===== config.mk =====
export PLATFORM = sky130hd
export DESIGN_NAME = i2s_rcvr
export DESIGN_NICKNAME = d
export VERILOG_FILES = /design/src/rtl/i2s_rcvr_pkg.sv /design/src/rtl/i2s_rcvr_sync.sv /design/src/rtl/i2s_rcvr.sv
export SDC_FILE = /design/constraint.sdc
export NUM_CORES = 1
export LEC_CHECK = 0
export CAP_MARGIN = 20
export CORE_MARGIN = 4
export CORE_UTILIZATION = 56
export DETAILED_ROUTE_END_ITERATION = 10
export GPL_TIMING_DRIVEN = 0
export PLACE_DENSITY_LB_ADDON = 0.08
export SLEW_MARGIN = 40
export SYNTH_ARGS = -nofsm -noshare
export SYNTH_HDL_FRONTEND = slang
export SYNTH_SLANG_ARGS = --single-unit

===== constraint.sdc =====
create_clock -name clk -period 3.3 [get_ports clk]
set_input_delay 0.33 -clock clk [delete_from_list [all_inputs] [get_ports clk]]
set_output_delay 0.33 -clock clk [all_outputs]
set_load 0.02 [all_outputs]

===== src/rtl/i2s_rcvr_pkg.sv =====
// Shared types and constants for the I2S receiver.
package i2s_rcvr_pkg;

    // Framing state: waiting for the first ws edge, or collecting a left/right word
    typedef enum logic [1:0] {
        SYNC  = 2'd0,
        LEFT  = 2'd1,
        RIGHT = 2'd2
    } state_t;

    localparam int WORD_W_DEF = 16;

    // Bit counter must reach WORD_W+1 so over-long words are still recognised
    function automatic int cnt_width(input int word_w);
        return $clog2(word_w + 2);
    endfunction

    localparam int CNT_W = cnt_width(WORD_W_DEF);

endpackage


===== src/rtl/i2s_rcvr_sync.sv =====
// Input synchronizers for the I2S pins plus a registered sck rising-edge detector.
// sck, ws and sd share the same chain depth so ws_s/sd_s line up with sck_rise.
module i2s_rcvr_sync #(
    parameter int SYNC_STAGES = 2
) (
    input  logic clk,
    input  logic rst,
    input  logic sck,
    input  logic ws,
    input  logic sd,
    output logic sck_rise,
    output logic ws_s,
    output logic sd_s
);

    logic [SYNC_STAGES-1:0] sck_ff;
    logic [SYNC_STAGES-1:0] ws_ff;
    logic [SYNC_STAGES-1:0] sd_ff;
    logic                   sck_prev;

    // Shift the pins through the synchronizer chains and flag a 0->1 on synchronized sck
    always_ff @(posedge clk or posedge rst) begin
        if (rst) begin
            sck_ff   <= '0;
            ws_ff    <= '0;
            sd_ff    <= '0;
            sck_prev <= 1'b0;
            sck_rise <= 1'b0;
            ws_s     <= 1'b0;
            sd_s     <= 1'b0;
        end else begin
            sck_ff   <= {sck_ff[SYNC_STAGES-2:0], sck};
            ws_ff    <= {ws_ff[SYNC_STAGES-2:0], ws};
            sd_ff    <= {sd_ff[SYNC_STAGES-2:0], sd};
            sck_prev <= sck_ff[SYNC_STAGES-1];
            sck_rise <= sck_ff[SYNC_STAGES-1] & ~sck_prev;
            ws_s     <= ws_ff[SYNC_STAGES-1];
            sd_s     <= sd_ff[SYNC_STAGES-1];
        end
    end

endmodule


===== src/rtl/i2s_rcvr.sv =====
// I2S receiver: deserializes MSB-first left/right words and emits one stereo
// frame per ws period with a single-cycle valid strobe.
module i2s_rcvr
    import i2s_rcvr_pkg::*;
#(
    parameter int WORD_W      = WORD_W_DEF,
    parameter int SYNC_STAGES = 2
) (
    input  logic                  clk,
    input  logic                  rst,
    input  logic                  sck,
    input  logic                  ws,
    input  logic                  sd,
    output logic [2*WORD_W-1:0]   parallel_data,
    output logic                  data_valid,
    output logic                  len_err,
    output logic                  ws_flag
);

    localparam int CNT_W_L = cnt_width(WORD_W);
    localparam int IDX_W   = $clog2(WORD_W);
    localparam logic [CNT_W_L-1:0] CNT_FULL = CNT_W_L'(WORD_W);
    localparam logic [CNT_W_L-1:0] CNT_LAST = CNT_W_L'(WORD_W - 1);
    localparam logic [CNT_W_L-1:0] CNT_ONE  = CNT_W_L'(1);

    logic              sck_rise;
    logic              ws_s;
    logic              sd_s;
    state_t            state;
    logic              ws_prev;
    logic [CNT_W_L-1:0] bit_cnt;
    logic [WORD_W-1:0] shreg;
    logic [WORD_W-1:0] left_hold;
    logic              left_ok;
    logic [WORD_W-1:0] word_next;
    logic [IDX_W-1:0]  bit_pos;
    logic              ws_change;
    logic              len_bad;

    i2s_rcvr_sync #(
        .SYNC_STAGES (SYNC_STAGES)
    ) u_sync (
        .clk      (clk),
        .rst      (rst),
        .sck      (sck),
        .ws       (ws),
        .sd       (sd),
        .sck_rise (sck_rise),
        .ws_s     (ws_s),
        .sd_s     (sd_s)
    );

    // Word with the current bit merged in; bit_cnt holds bits taken before this one,
    // so a close with bit_cnt == WORD_W-1 is exactly WORD_W bits long
    always_comb begin
        word_next = shreg;
        bit_pos   = IDX_W'(WORD_W - 1) - IDX_W'(bit_cnt);
        if (bit_cnt < CNT_FULL) begin
            word_next[bit_pos] = sd_s;
        end
        ws_change = sck_rise && (ws_s != ws_prev);
        len_bad   = (bit_cnt != CNT_LAST);
    end

    // Framing FSM, bit counter, shifter and output registers, all advanced on sck_rise
    always_ff @(posedge clk or posedge rst) begin
        if (rst) begin
            state         <= SYNC;
            ws_prev       <= 1'b0;
            bit_cnt       <= '0;
            shreg         <= '0;
            left_hold     <= '0;
            left_ok       <= 1'b0;
            parallel_data <= '0;
            data_valid    <= 1'b0;
            len_err       <= 1'b0;
            ws_flag       <= 1'b0;
        end else begin
            data_valid <= 1'b0;
            len_err    <= 1'b0;
            if (sck_rise) begin
                ws_prev <= ws_s;
                ws_flag <= ws_s;
                if (ws_change) begin
                    bit_cnt <= '0;
                    shreg   <= '0;
                    case (state)
                        SYNC: begin
                            state <= ws_s ? RIGHT : LEFT;
                        end
                        LEFT: begin
                            left_hold <= word_next;
                            left_ok   <= 1'b1;
                            len_err   <= len_bad;
                            state     <= RIGHT;
                        end
                        RIGHT: begin
                            len_err <= len_bad;
                            if (left_ok) begin
                                parallel_data <= {left_hold, word_next};
                                data_valid    <= 1'b1;
                                left_ok       <= 1'b0;
                            end
                            state <= LEFT;
                        end
                        default: begin
                            state <= SYNC;
                        end
                    endcase
                end else begin
                    shreg <= word_next;
                    if (bit_cnt != CNT_FULL) begin
                        bit_cnt <= bit_cnt + CNT_ONE;
                    end
                end
            end
        end
    end

endmodule


# Word level (Yosys, flattened, before mapping)
# Index checks and enable logic that the tools add are counted.
dict set report word_totals {
  rom_bits 0
  register_bits 85
  in_bits 5
  ramBits 0
  output_inout_bits 35
  elab_cells 56
  memories 0
  latchBits 0
}
dict set report classes {
  n_eq_ne 5
  n_lt_le_gt_ge 3
  bitwise 2
  div 0
  reduce_logical 11
  n_addsub 2
  shift 0
  n_mux 17
  n_mul 0
}
# operator count
set ops {}
lappend ops {{16-bit 2-to-1 mux} 2}
lappend ops {{16-bit bitwise mux} 1}
lappend ops {{5-bit 2-to-1 mux} 2}
lappend ops {{1-bit 2-to-1 mux} 8}
lappend ops {{2-bit one-hot mux with 3 select lines} 1}
lappend ops {{3-bit AND reduction} 2}
lappend ops {{5-bit by 1-bit adder with 5-bit output (second input constant)} 1}
lappend ops {{4-bit by 5-bit less-than comparator with 1-bit output (second input constant)} 1}
lappend ops {{5-bit less-than comparator (second input constant)} 1}
lappend ops {{5-bit by 4-bit != test with 1-bit output (second input constant)} 1}
lappend ops {{5-bit != test (second input constant)} 1}
lappend ops {{1-bit demux with 4-bit select} 1}
lappend ops {{4-bit by 1-bit greater-or-equal comparator with 1-bit output (second input constant)} 1}
lappend ops {{2-bit AND reduction} 2}
lappend ops {{4-bit AND reduction} 1}
lappend ops {{2-bit nonzero test} 2}
lappend ops {{4-bit subtractor (first input constant)} 1}
lappend ops {{2-bit by 1-bit == test with 1-bit output (second input constant)} 1}
lappend ops {{2-bit == test (second input constant)} 1}
lappend ops {{1-bit logical AND} 2}
lappend ops {{2-bit logical NOT} 1}
lappend ops {{2-bit 2-to-1 mux} 1}
lappend ops {{1-bit one-hot mux with 2 select lines} 1}
lappend ops {{2-bit OR reduction} 1}
lappend ops {{3 further kinds} 3}

# Depth between registers and ports, before layout
# Gate-level depths: netlist of the first run.
dict set report depth {
  depth_word 8
  ltp_mapped 7
  ltp_nobuf 6
}

# Cells and area by module
# Synthesis of the first run repeated with hierarchy kept, for this count alone.
dict set report hier_totals {
  cells_unflattened 287
  area_unflattened_um2 3653.5
}
# mod area_per_inst_um2 seq_area_each_um2 cells_per_inst n_inst
set by_module_without_submodules {}
lappend by_module_without_submodules {i2s_rcvr 3385.7 1876.8 275 1}
lappend by_module_without_submodules {i2s_rcvr_sync 267.8 250.2 12 1}

# Least setup slack after synthesis of the first run
# Ideal clock, no wire load.
dict set report synth_timing {
  kind {register -> register}
  from {register ws_prev}
  to {register parallel_data[23]}
  setup_time_ps 125
  n_path_buf 1
  arrival_ps 1501
  path_slack_ps 1674
  required_ps 3175
  synth_period_minus_slack_ps 1626
  stages_incl_launch_ff 5
  cell_sequence {dfrtp_1 xor2_2 nand4_4 buf_6 mux2_4}
}
dict set report synth_between {
  elab_chain_cells 3
}
# element line_no
set synth_rtl {}
lappend synth_rtl {{start: declaration} i2s_rcvr.sv:30} ;# logic ws_prev;
lappend synth_rtl {{start signal: assignment} i2s_rcvr.sv:82} ;# ws_prev <= ws_s;
lappend synth_rtl {{1-bit != test} i2s_rcvr.sv:61} ;# ws_change = sck_rise && (ws_s != ws_prev);
lappend synth_rtl {{1-bit logical AND} i2s_rcvr.sv:61}
lappend synth_rtl {{4-bit AND reduction (no source line)} --}
lappend synth_rtl {{end signal: assignment} i2s_rcvr.sv:100} ;# parallel_data <= {left_hold, word_next};
lappend synth_rtl {{end: declaration} i2s_rcvr.sv:14} ;# output logic [2*WORD_W-1:0] parallel_data,
# Every way passes these cells.
# A chain may end at the register's enable or synchronous reset.

# Worst setup path after layout of the first run
dict set report layout_timing {
  from {register bit_cnt[0]}
  to {register left_hold[15]}
}
dict set report layout_between {
  elab_chain_cells 7
  word_cells_on_any_way 9
  cone_classes {add/sub (1); order compare (3); mux (4); reduce/logical (1)}
}
# element line_no
set layout_rtl {}
lappend layout_rtl {{start: declaration} i2s_rcvr.sv:31} ;# logic [CNT_W_L-1:0] bit_cnt;
lappend layout_rtl {{start signal: assignment} i2s_rcvr.sv:113} ;# bit_cnt <= bit_cnt + CNT_ONE;
lappend layout_rtl {{4-bit subtractor} i2s_rcvr.sv:57} ;# bit_pos = IDX_W'(WORD_W - 1) - IDX_W'(bit_cnt);
lappend layout_rtl {{4-bit by 5-bit less-than comparator with 1-bit output (implied by the code) or 4-bit by 1-bit greater-or-equal comparator with 1-bit output (tied branches)} i2s_rcvr.sv:59} ;# word_next[bit_pos] = sd_s;
lappend layout_rtl {{1-bit logical AND (implied by the code)} i2s_rcvr.sv:59}
lappend layout_rtl {{1-bit 2-to-1 mux (implied by the code)} i2s_rcvr.sv:59}
lappend layout_rtl {{1-bit demux with 4-bit select} i2s_rcvr.sv:59}
lappend layout_rtl {{16-bit bitwise mux} i2s_rcvr.sv:59}
lappend layout_rtl {{16-bit 2-to-1 mux *} i2s_rcvr.sv:58} ;# if (bit_cnt < CNT_FULL) begin
lappend layout_rtl {{end signal: assignment} i2s_rcvr.sv:92} ;# left_hold <= word_next;
lappend layout_rtl {{end: declaration} i2s_rcvr.sv:33} ;# logic [WORD_W-1:0] left_hold;
# Every way passes the cells marked *; elsewhere a longest branch is shown, timed or not.

==> results of run 1 <==
==> routing by layer <==
metal / wire length, um / GRT usage / vias to the layer above / share of wire
met4: 85 / 0.0728 / 0 / 0.012
met3: 272 / 0.0345 / 9 / 0.039
li1: - / - / 1229 / -
met1: 3320 / 0.285 / 1208 / 0.47
met5: 0 / 0 / - / 0
met2: 3340 / 0.313 / 52 / 0.48
==> kinds of logic (layout without fill, tap and decap cells) <==
family,count (synthesis),in the layout,synth area share
buffers and inverters,47,103,0.0558
adders and majority gates,9,9,0.0310
and+or+nand+nor,86,86,0.124
AOI/OAI and AO/OA,80,80,0.122
xor gates and xnor gates,2,2,0.00690
DFF,85,85,0.586
muxes,19,19,0.0745
==> power breakdown <==
part / total [W] / internal [W] / leakage, nW / switching (W)
clock network: 0.000755 / 0.000377 / 0.107 / 0.000377
registers: 0.00122 / 0.00115 / 1.15 / 0.0000765
logic: 0.000547 / 0.000223 / 0.735 / 0.000324
==> layout by cell type, fill, tap and decap left out, drive strengths merged <==
cell type	netlist	final
mux2i	3	3
and4b	4	4
o2bb2ai	1	1
a21o	1	1
clkdlybuf4s50	0	39
nand3	6	6
nor4b	4	4
o221ai	1	1
ha	9	9
a21oi	17	17
mux2	16	16
inv	26	28
nor4bb	6	6
a32o	1	1
a31o	1	1
clkbuf	14	24
nor3	2	2
and3	2	2
nor2	19	19
nor2b	1	1
clkinv	0	3
nand4	2	2
and2	1	1
buf	7	8
xor2	1	1
xnor2	1	1
a211oi	1	1
nand2	38	38
o22ai	17	17
nor3b	1	1
o21ai	40	40
bufinv	0	1
dfrtp	85	85
==> registers in the layout, indices dropped and copies added (netlist names) <==
name,flops
u_sync.sck_prev,1
u_sync.sd_ff,2
bit_cnt,5
state,2
u_sync.ws_s,1
u_sync.sck_ff,2
len_err,1
u_sync.sck_rise,1
u_sync.ws_ff,2
left_ok,1
u_sync.sd_s,1
ws_prev,1
left_hold,16
shreg,16
data_valid,1
parallel_data,32
==> per-stage QoR <==
| step | area (sq um) | hold slack, ns |
|---|---|---|
| 3_3_place_gp | 4120 | 0.333 |
| 6_report | 4350 | 0.358 |
| 2_1_floorplan | 3630 | 0.331 |
| 4_1_cts | 4350 | 0.361 |
| 3_5_place_dp | 4140 | 0.336 |
| 5_1_grt | 4350 | 0.372 |
==> worst paths after layout <==
| path | slack (ns) | endpoint | startpoint | cells past startpoint |
|---|---|---|---|---|
| worst min-delay path | 0.36 | u_sync.sck_ff[1]$_DFF_PP0_ | u_sync.sck_ff[0]$_DFF_PP0_ | 0 |
| worst min register to register | 0.36 | u_sync.sck_ff[1]$_DFF_PP0_ | u_sync.sck_ff[0]$_DFF_PP0_ | 0 |
| worst max-delay path | 1.41 | left_hold[15]$_DFFE_PP0P_ | bit_cnt[0]$_DFFE_PP0P_ | 6 |
| min in group asynchronous | 0.38 | parallel_data[31]$_DFFE_PP0P_ | rst | 2 |
| worst max register to register | 1.41 | left_hold[15]$_DFFE_PP0P_ | bit_cnt[0]$_DFFE_PP0P_ | 6 |
| max in group asynchronous | 2.39 | shreg[6]$_DFFE_PP0P_ | rst | 3 |
==> cell type report <==
| cell class | instances | share of cell area |
|---|---|---|
| flip-flops and latches | 85 | 0.489 |
| multi-input cells | 196 | 0.299 |
| repair buffers | 40 | 0.0944 |
| clock buffers | 10 | 0.0316 |
| plain buffers | 21 | 0.0242 |
| inverters | 26 | 0.0236 |
| well taps | 77 | 0.0222 |
| clock inverters | 6 | 0.0161 |
==> results.yml, run 1 <==
global_routing:
  antenna_found_initial: 0
  grt_usage: 0.201
  grt-ovfl-total: 0
  grt_max_degree: 49
  grt_pass1_wl_mm: 12.0
  grt_pass1_vias: 2444
sta:
  hold_viol: 0
  tns_ns: 0
  min_period_over_period: 0.573
  slew_viol_final: 0
  tightestPinTransition_ns: 0.538
  layout_setup_ws_ns: 1.41
  slew_headroom: 0.636
  finalSetupViolCount: 0
  clock-skew-final_ns: 0.0124
  rsz0062_at_grt: "no"
  period_minus_slack_ns: 1.89
  timing.fmax_mhz: 529
place:
  hpwl_mm: 5.06
  place_inst: 445
  place_ws_ns: 1.39
  portBuffers: 39
  place_congestion: 0.785
logic_synthesis:
  postSynthCellCount: 328
  synth_cell_type_count: 34
  synth_common_cells: "dfrtp_1 (85), nand2_1 (38), o21ai_0 (31)"
  async_reset_ff_frac: 1.00
  synth_nets: 342
  yosys_most_used_dff: "dfrtp_1"
  synth_top_cell_area_share: 0.586
  syn_area_sq_mm: 0.00363
  syn-mean-instance-area_sq_um: 11.1
  yosys-top-cells-area: "dfrtp_1 (59%), mux2_4 (6.6%), o21ai_0 (4.3%), nand2_1 (3.9%), ha_1 (3.1%)"
  yosysSeqAreaShare: 0.586
  yosys.area.top_type: "dfrtp_1"
  yosysMostFrequentCell: "dfrtp_1"
  synth-seq-cells: 85
  synth_edf_count: 0
  ys_warn_count: 0
die:
  dieArea_sq_mm: 0.00783
  io-pin-count: 40
  die_x_um: 88.5
  die_height_um: 88.5
  core-area_sq_mm: 0.00631
  start_util: 0.575
  rows: 29
outcome:
  status: "complete, no violations"
flow_run:
  drv_cap: 0
clock_tree:
  htree_levels: 3
  clk_latency_ns: 0.35
  cts_hold_repair.buffers: 0
  cts_sinks: 85
  numCtsBuffers: 9
  ctsResizeCount: 0
  path_clk_slew_ns: 0.09
  cts_root_buf: "clkbuf_8"
  postCtsSetupBuffers: 0
  max-clock-path-buffers: 2
  cts_tree: "done"
finish:
  area_growth_pct: 19.8
  final_nets: 393
  final_cells: 461
  num_antenna_cells: 0
  layout-drive-gt1-share: 0.112
  fillers: 496
  multi_input_area_sq_mm: 0.00130
  area.sequential_sq_mm: 0.00213
  post-route-util: 0.689
pwr:
  p_leak_nw: 1.99
  ir_worst_vdd_mv: 0.378
  power_density_mw_per_mm2: 581
  power_w: 0.00253
routing:
  drc: 0
  drt_iter0_drc: 131
  viasPerCell: 5.42
  drt_pass1_iterations: 4
  wirelength_mm: 7.03
  routedWlPerCell_um: 15.2
  vias: 2498
  ant_nets: 0
worst_setup_path:
  crit_buf_inv: 1
  slowest_delay_ns: 0.48
  cp.arrival_ns: 2.11
  cp_top_family: "simple AND/OR/NAND/NOR gates"
  cp.required_ns: 3.51
  cpMaxStageDelayCell: "nor4b_1"
  critPathMaxFanout: 6
  cp_cell_sequence: "inv_1 -> ha_1 -> nor4b_1 -> nor2_1 -> a21oi_1 -> o21ai_0"
  path_class: "reg2reg"
  start_kind: "register"
  crit_path_end_kind: "register"
min_path:
  hp-class: "reg2reg"
(Power assumes the default switching activity.)
==> inputs of run 2 (changes only) <==
Settings changed: CORE_UTILIZATION 56 to 50.
Clock period 3.3 ns to 1.64 ns, I/O delays scaled along.
==> run 2 against run 1 <==
Global-route usage fell by 0.95 points; die area grew 11%; total power grew 130%; critical path type unchanged; largest cell class unchanged; largest power group unchanged.
==> results.yml, run 2 (synthesized netlist as in run 1, its figures left out) <==
outcome:
  status: "complete, no violations"
sta:
  slew_headroom: 0.660
  min_period_over_period: 0.982
  clock-skew-final_ns: 0.0130
  tightestPinTransition_ns: 0.509
  hold_viol: 0
  holdWs_ns: 0.179
  finalSetupViolCount: 0
  rsz0062_at_grt: "yes"
  period_minus_slack_ns: 1.61
  timing.fmax_mhz: 621
  layout_setup_ws_ns: 0.0296
  slew_viol_final: 0
pwr:
  p_switching_w: 0.00174
  pwr-share-seq: 0.427
  p_leak_nw: 2.15
  p_comb_frac: 0.253
  ir_worst_vdd_mv: 0.631
  power_density_mw_per_mm2: 1200
  clkPwrFrac: 0.320
  swShare: 0.300
  intPower_w: 0.00406
clock_tree:
  max-clock-path-buffers: 2
  path_clk_slew_ns: 0.09
  cts_root_buf: "clkbuf_8"
  clk_latency_ns: 0.35
  cts_sinks: 85
  htree_levels: 3
  cts_tree: "done"
  numCtsBuffers: 9
global_routing:
  grt-ovfl-total: 0
  grt_max_degree: 27
  grt_pass1_wl_mm: 12.9
  grt_pass1_vias: 2574
  grt_usage: 0.191
  antenna_found_initial: 0
worst_setup_path:
  ff2ff_setup_slack_ns: 0.03
  slowest_delay_ns: 0.46
  reg2reg_depth: 6
  crit_buf_inv: 2
  cpMaxStageDelayCell: "dfrtp_2"
  cp_num_cells: 6
  start_kind: "register"
  critPathMaxFanout: 4
  cp_top_family: "flip-flops"
  crit_path_end_kind: "register"
  cp.required_ns: 1.87
  cp.arrival_ns: 1.84
  cp_cell_sequence: "buf_4 -> ha_2 -> nor4bb_4 -> buf_4 -> a21oi_2 -> o22ai_1"
  cp_common_cell: "buf_4"
  path_class: "reg2reg"
finish:
  num_antenna_cells: 0
  layout-drive-gt1-share: 0.269
  post-route-util: 0.697
  reg_top3: "parallel_data (32), left_hold (16), shreg (16)"
  final_common_cell: "dfrtp_1"
  layout_common_cells: "dfrtp_1 (81), clkdlybuf4s50_1 (38), nand2_1 (37)"
  regMostFlops: "parallel_data"
  final_nets: 403
  area_growth_pct: 32.6
  largest_reg_flops: 32
  fillers: 538
routing:
  routedWlPerCell_um: 15.6
  ant_nets: 0
  drt_iter0_drc: 121
  drc: 0
  wirelength_mm: 7.65
  vias: 2602
  viasPerCell: 5.31
  drt_pass1_iterations: 4
place:
  portBuffers: 39
  place_ws_ns: -0.264
  hpwl_mm: 5.42
  place_congestion: 0.789
die:
  core-area_sq_mm: 0.00691
  rows: 30
  io-pin-count: 40
  die_x_um: 93.2
  start_util: 0.526
  die_height_um: 93.2
  dieArea_sq_mm: 0.00869
min_path:
  hp-class: "in2async"
flow_run:
  drv_cap: 0
-- run 2: stage by stage --
step | std cells | cell area [sq um] | power (W) | setup TNS (ns)
finish | 490 | 4810 | 0.00580 | 0
CTS | 485 | 4640 | 0.00564 | -0.0432
floorplan | 328 | 3630 | 0.00322 | 0
global route | 490 | 4810 | 0.00610 | -0.440
detailed placement | 466 | 4220 | 0.00363 | -5.76
global placement | 463 | 4140 | 0.00357 | -39.47
-- run 2: layout make-up --
cell class / instances / area, sq um / area share
timing repair buffer: 50 / 524 / 0.109
tap: 96 / 120 / 0.0250
inverter: 26 / 104 / 0.0216
clock inverter: 6 / 118 / 0.0244
multi-input combinational: 196 / 1550 / 0.322
sequential: 85 / 2130 / 0.443
buffer: 21 / 126 / 0.0263
clock buffer: 10 / 138 / 0.0286
-- run 2: worst reg2reg max path: cells and delay by family (launching register included) --
kind | cells | cell delay (ns)
AO/OA/AOI/OAI | 2 | 0.36
buffers and inverters | 2 | 0.31
flip-flops | 1 | 0.46
AND/OR/NAND/NOR | 1 | 0.16
adder cells (fa/ha/maj) | 1 | 0.21
-- run 2: repair_timing --
item                                   in CTS  in global routing
endpoints found under the hold margin       0                  0
setup buffers                               3                  5
pin swaps                                   0                  8
gates resized for setup                    33                 51
hold buffers                                0                  0
setup endpoints to repair                  62                 67
-- run 2: metal layers --
layer | global-route usage | wire length [um]
met1 | 0.259 | 3460
met2 | 0.302 | 3800
met3 | 0.0338 | 295
met4 | 0.0879 | 97
met5 | 0 | 0
-- run 2: final timing paths --
check / startpoint / end
max: bit_cnt[0]$_DFFE_PP0P_ / shreg[6]$_DFFE_PP0P_
min: rst / parallel_data[28]$_DFFE_PP0P_
max reg2reg: bit_cnt[0]$_DFFE_PP0P_ / shreg[6]$_DFFE_PP0P_
min reg2reg: u_sync.sck_ff[0]$_DFF_PP0_ / u_sync.sck_ff[1]$_DFF_PP0_
max in group asynchronous: rst / bit_cnt[1]$_DFFE_PP0P_
min in group clk: sd / u_sync.sd_ff[0]$_DFF_PP0_
-- run 2: power by group through the flow --
stage	clock network, W	registers, W	logic (W)
2_1_floorplan	0	0.00257	0.000656
3_3_place_gp	0	0.00249	0.00107
3_5_place_dp	0	0.00250	0.00113
4_1_cts	0.00189	0.00247	0.00128
5_1_grt	0.00200	0.00251	0.00159
6_report	0.00185	0.00248	0.00147
==> inputs of run 3 (changes only) <==
Settings changed: CORE_UTILIZATION 50 to 56, PLACE_DENSITY_LB_ADDON 0.08 to 0.3.
Clock period 1.64 ns to 1.5 ns, I/O delays scaled along.
==> run 3 against run 2 <==
The run now ends with setup timing left; worst setup slack lost 0.18 ns; fmax is 2.4% lower; hold slack lost 0.057 ns; critical path type unchanged; highest routed layer unchanged.
==> results.yml, run 3 (synthesized netlist as in run 1, its figures left out) <==
outcome:
  status: "finished with violations"
  failed_checks: "setup timing"
sta:
  slew_headroom: 0.657
  tightestPinTransition_ns: 0.515
  period_minus_slack_ns: 1.65
  layout_setup_ws_ns: -0.150
  slew_viol_final: 0
  min_period_over_period: 1.10
  clock-skew-final_ns: 0.0101
  tns_ns: -3.37
  finalSetupViolCount: 60
  hold_viol: 0
  timing.fmax_mhz: 606
  rsz0062_at_grt: "yes"
die:
  dieArea_sq_mm: 0.00783
  core-area_sq_mm: 0.00631
  rows: 29
  die_height_um: 88.5
  die_x_um: 88.5
  start_util: 0.575
  io-pin-count: 40
finish:
  regMostFlops: "parallel_data"
  area_growth_pct: 48.4
  multi_input_area_sq_mm: 0.00180
  num_antenna_cells: 0
  final_cells: 497
  largest_reg_flops: 32
  final_nets: 429
  layout-drive-gt1-share: 0.400
  final_common_cell: "dfrtp_1"
  fillers: 282
  area.sequential_sq_mm: 0.00213
  layout_common_cells: "dfrtp_1 (79), buf_4 (33), nand2_1 (27)"
  reg_top3: "parallel_data (32), left_hold (16), shreg (16)"
  post-route-util: 0.853
worst_setup_path:
  cp.arrival_ns: 1.88
  reg2reg_from: "bit_cnt[0]$_DFFE_PP0P_"
  path_class: "reg2reg"
  cpMaxStageDelayCell: "dfrtp_2"
  critPathMaxFanout: 4
  start_kind: "register"
  ff2ff_setup_slack_ns: -0.15
  crit_path_end_kind: "register"
  r2r_end: "shreg[9]$_DFFE_PP0P_"
  cp.required_ns: 1.73
  slowest_delay_ns: 0.46
  cp_cell_sequence: "inv_4 -> ha_4 -> nor4bb_4 -> nor2_1 -> a21oi_2 -> o22ai_1"
  reg2reg_depth: 6
clock_tree:
  cts_tree: "done"
  htree_levels: 3
  path_clk_slew_ns: 0.09
  max-clock-path-buffers: 2
  clk_latency_ns: 0.36
  cts_hold_repair.buffers: 0
  cts_sinks: 85
  numCtsBuffers: 9
  cts_root_buf: "clkbuf_8"
min_path:
  hp-class: "in2async"
place:
  place_congestion: 0.831
  hpwl_mm: 5.33
  portBuffers: 39
  place_inst: 447
pwr:
  p_leak_nw: 2.83
  ir_worst_vdd_mv: 0.971
  power_density_mw_per_mm2: 1270
  power_w: 0.00682
flow_run:
  drv_cap: 0
routing:
  wirelength_mm: 11.4
  viasPerCell: 6.35
  drt_iter0_drc: 330
  routedWlPerCell_um: 23.0
  drc: 0
  drt_pass1_iterations: 7
  vias: 3154
  ant_nets: 0
global_routing:
  grt_pass1_wl_mm: 15.6
  grt_usage: 0.267
  grt-ovfl-total: 0
  grt_max_degree: 28
  antenna_found_initial: 0
  grt_pass1_vias: 3128
## run 3: cell count changes in the layout (fill, tap and decap cells not counted), moves of 8 or more
cell             change
clkdlybuf4s50_1     -29
buf_4               +23
dlymetal6s2s_1      +23
o21ai_0             -17
nand2_1             -10
o21ai_1              +9
o21ai_2              +8
## run 3: layout make-up
| class | instances | area share |
|---|---|---|
| plain buffers | 20 | 0.0355 |
| inverters | 26 | 0.0197 |
| multi-input cells | 196 | 0.335 |
| clock inverters | 5 | 0.0153 |
| well taps | 77 | 0.0179 |
| clock buffers | 11 | 0.0263 |
| flip-flops and latches | 85 | 0.396 |
| repair buffers | 77 | 0.154 |
## run 3: critical path, delay by kind of cell (launching register included)
family                   cells  cell delay [ns]
AO/OA/AOI/OAI                2             0.37
AND/OR/NAND/NOR              2             0.44
buffers and inverters        1             0.10
adder cells (fa/ha/maj)      1             0.16
flip-flops                   1             0.46
## run 3: how the worst max path moves through the flow
stage | startpoint | to | slack [ns] | depth (start not counted)
finish | bit_cnt[0]$_DFFE_PP0P_ | shreg[9]$_DFFE_PP0P_ | -0.15 | 6
detailed placement | bit_cnt[0]$_DFFE_PP0P_ | shreg[13]$_DFFE_PP0P_ | -0.35 | 6
global route | bit_cnt[0]$_DFFE_PP0P_ | shreg[9]$_DFFE_PP0P_ | -0.24 | 6
floorplan | bit_cnt[0]$_DFFE_PP0P_ | left_hold[11]$_DFFE_PP0P_ | 0.01 | 6
CTS | u_sync.ws_s$_DFF_PP0_ | parallel_data[19]$_DFFE_PP0P_ | -0.06 | 4
global placement | rst | ws_prev$_DFFE_PP0P_ | -0.64 | 2
## run 3: stage by stage
step	worst slack [ns]	hold slack (ns)	instance area (sq um)
2_1_floorplan	0.0137	0.181	3650
3_3_place_gp	-0.636	0.332	4130
3_5_place_dp	-0.352	0.340	4210
4_1_cts	-0.0554	0.136	5010
5_1_grt	-0.243	0.140	5390
6_report	-0.150	0.122	5390
## run 3: layer usage
layer	share of wire	vias up	track usage
met4	0.032	0	0.107
met3	0.075	42	0.0577
met1	0.36	1600	0.309
met2	0.53	206	0.480
met5	0	-	0
li1	-	1306	-
## run 3: power by group
part	switching [W]	total (W)	internal, W
Sequential	0.000207	0.00274	0.00253
Combinational	0.00117	0.00221	0.00104
Clock	0.000877	0.00187	0.000992
## run 3: what timing repair did
item	in CTS	in global routing
setup endpoints to repair	75	95
gates cloned	1	1
setup buffers	20	13
pin swaps	9	43
endpoints found under the hold margin	0	0
resized for setup	108	103
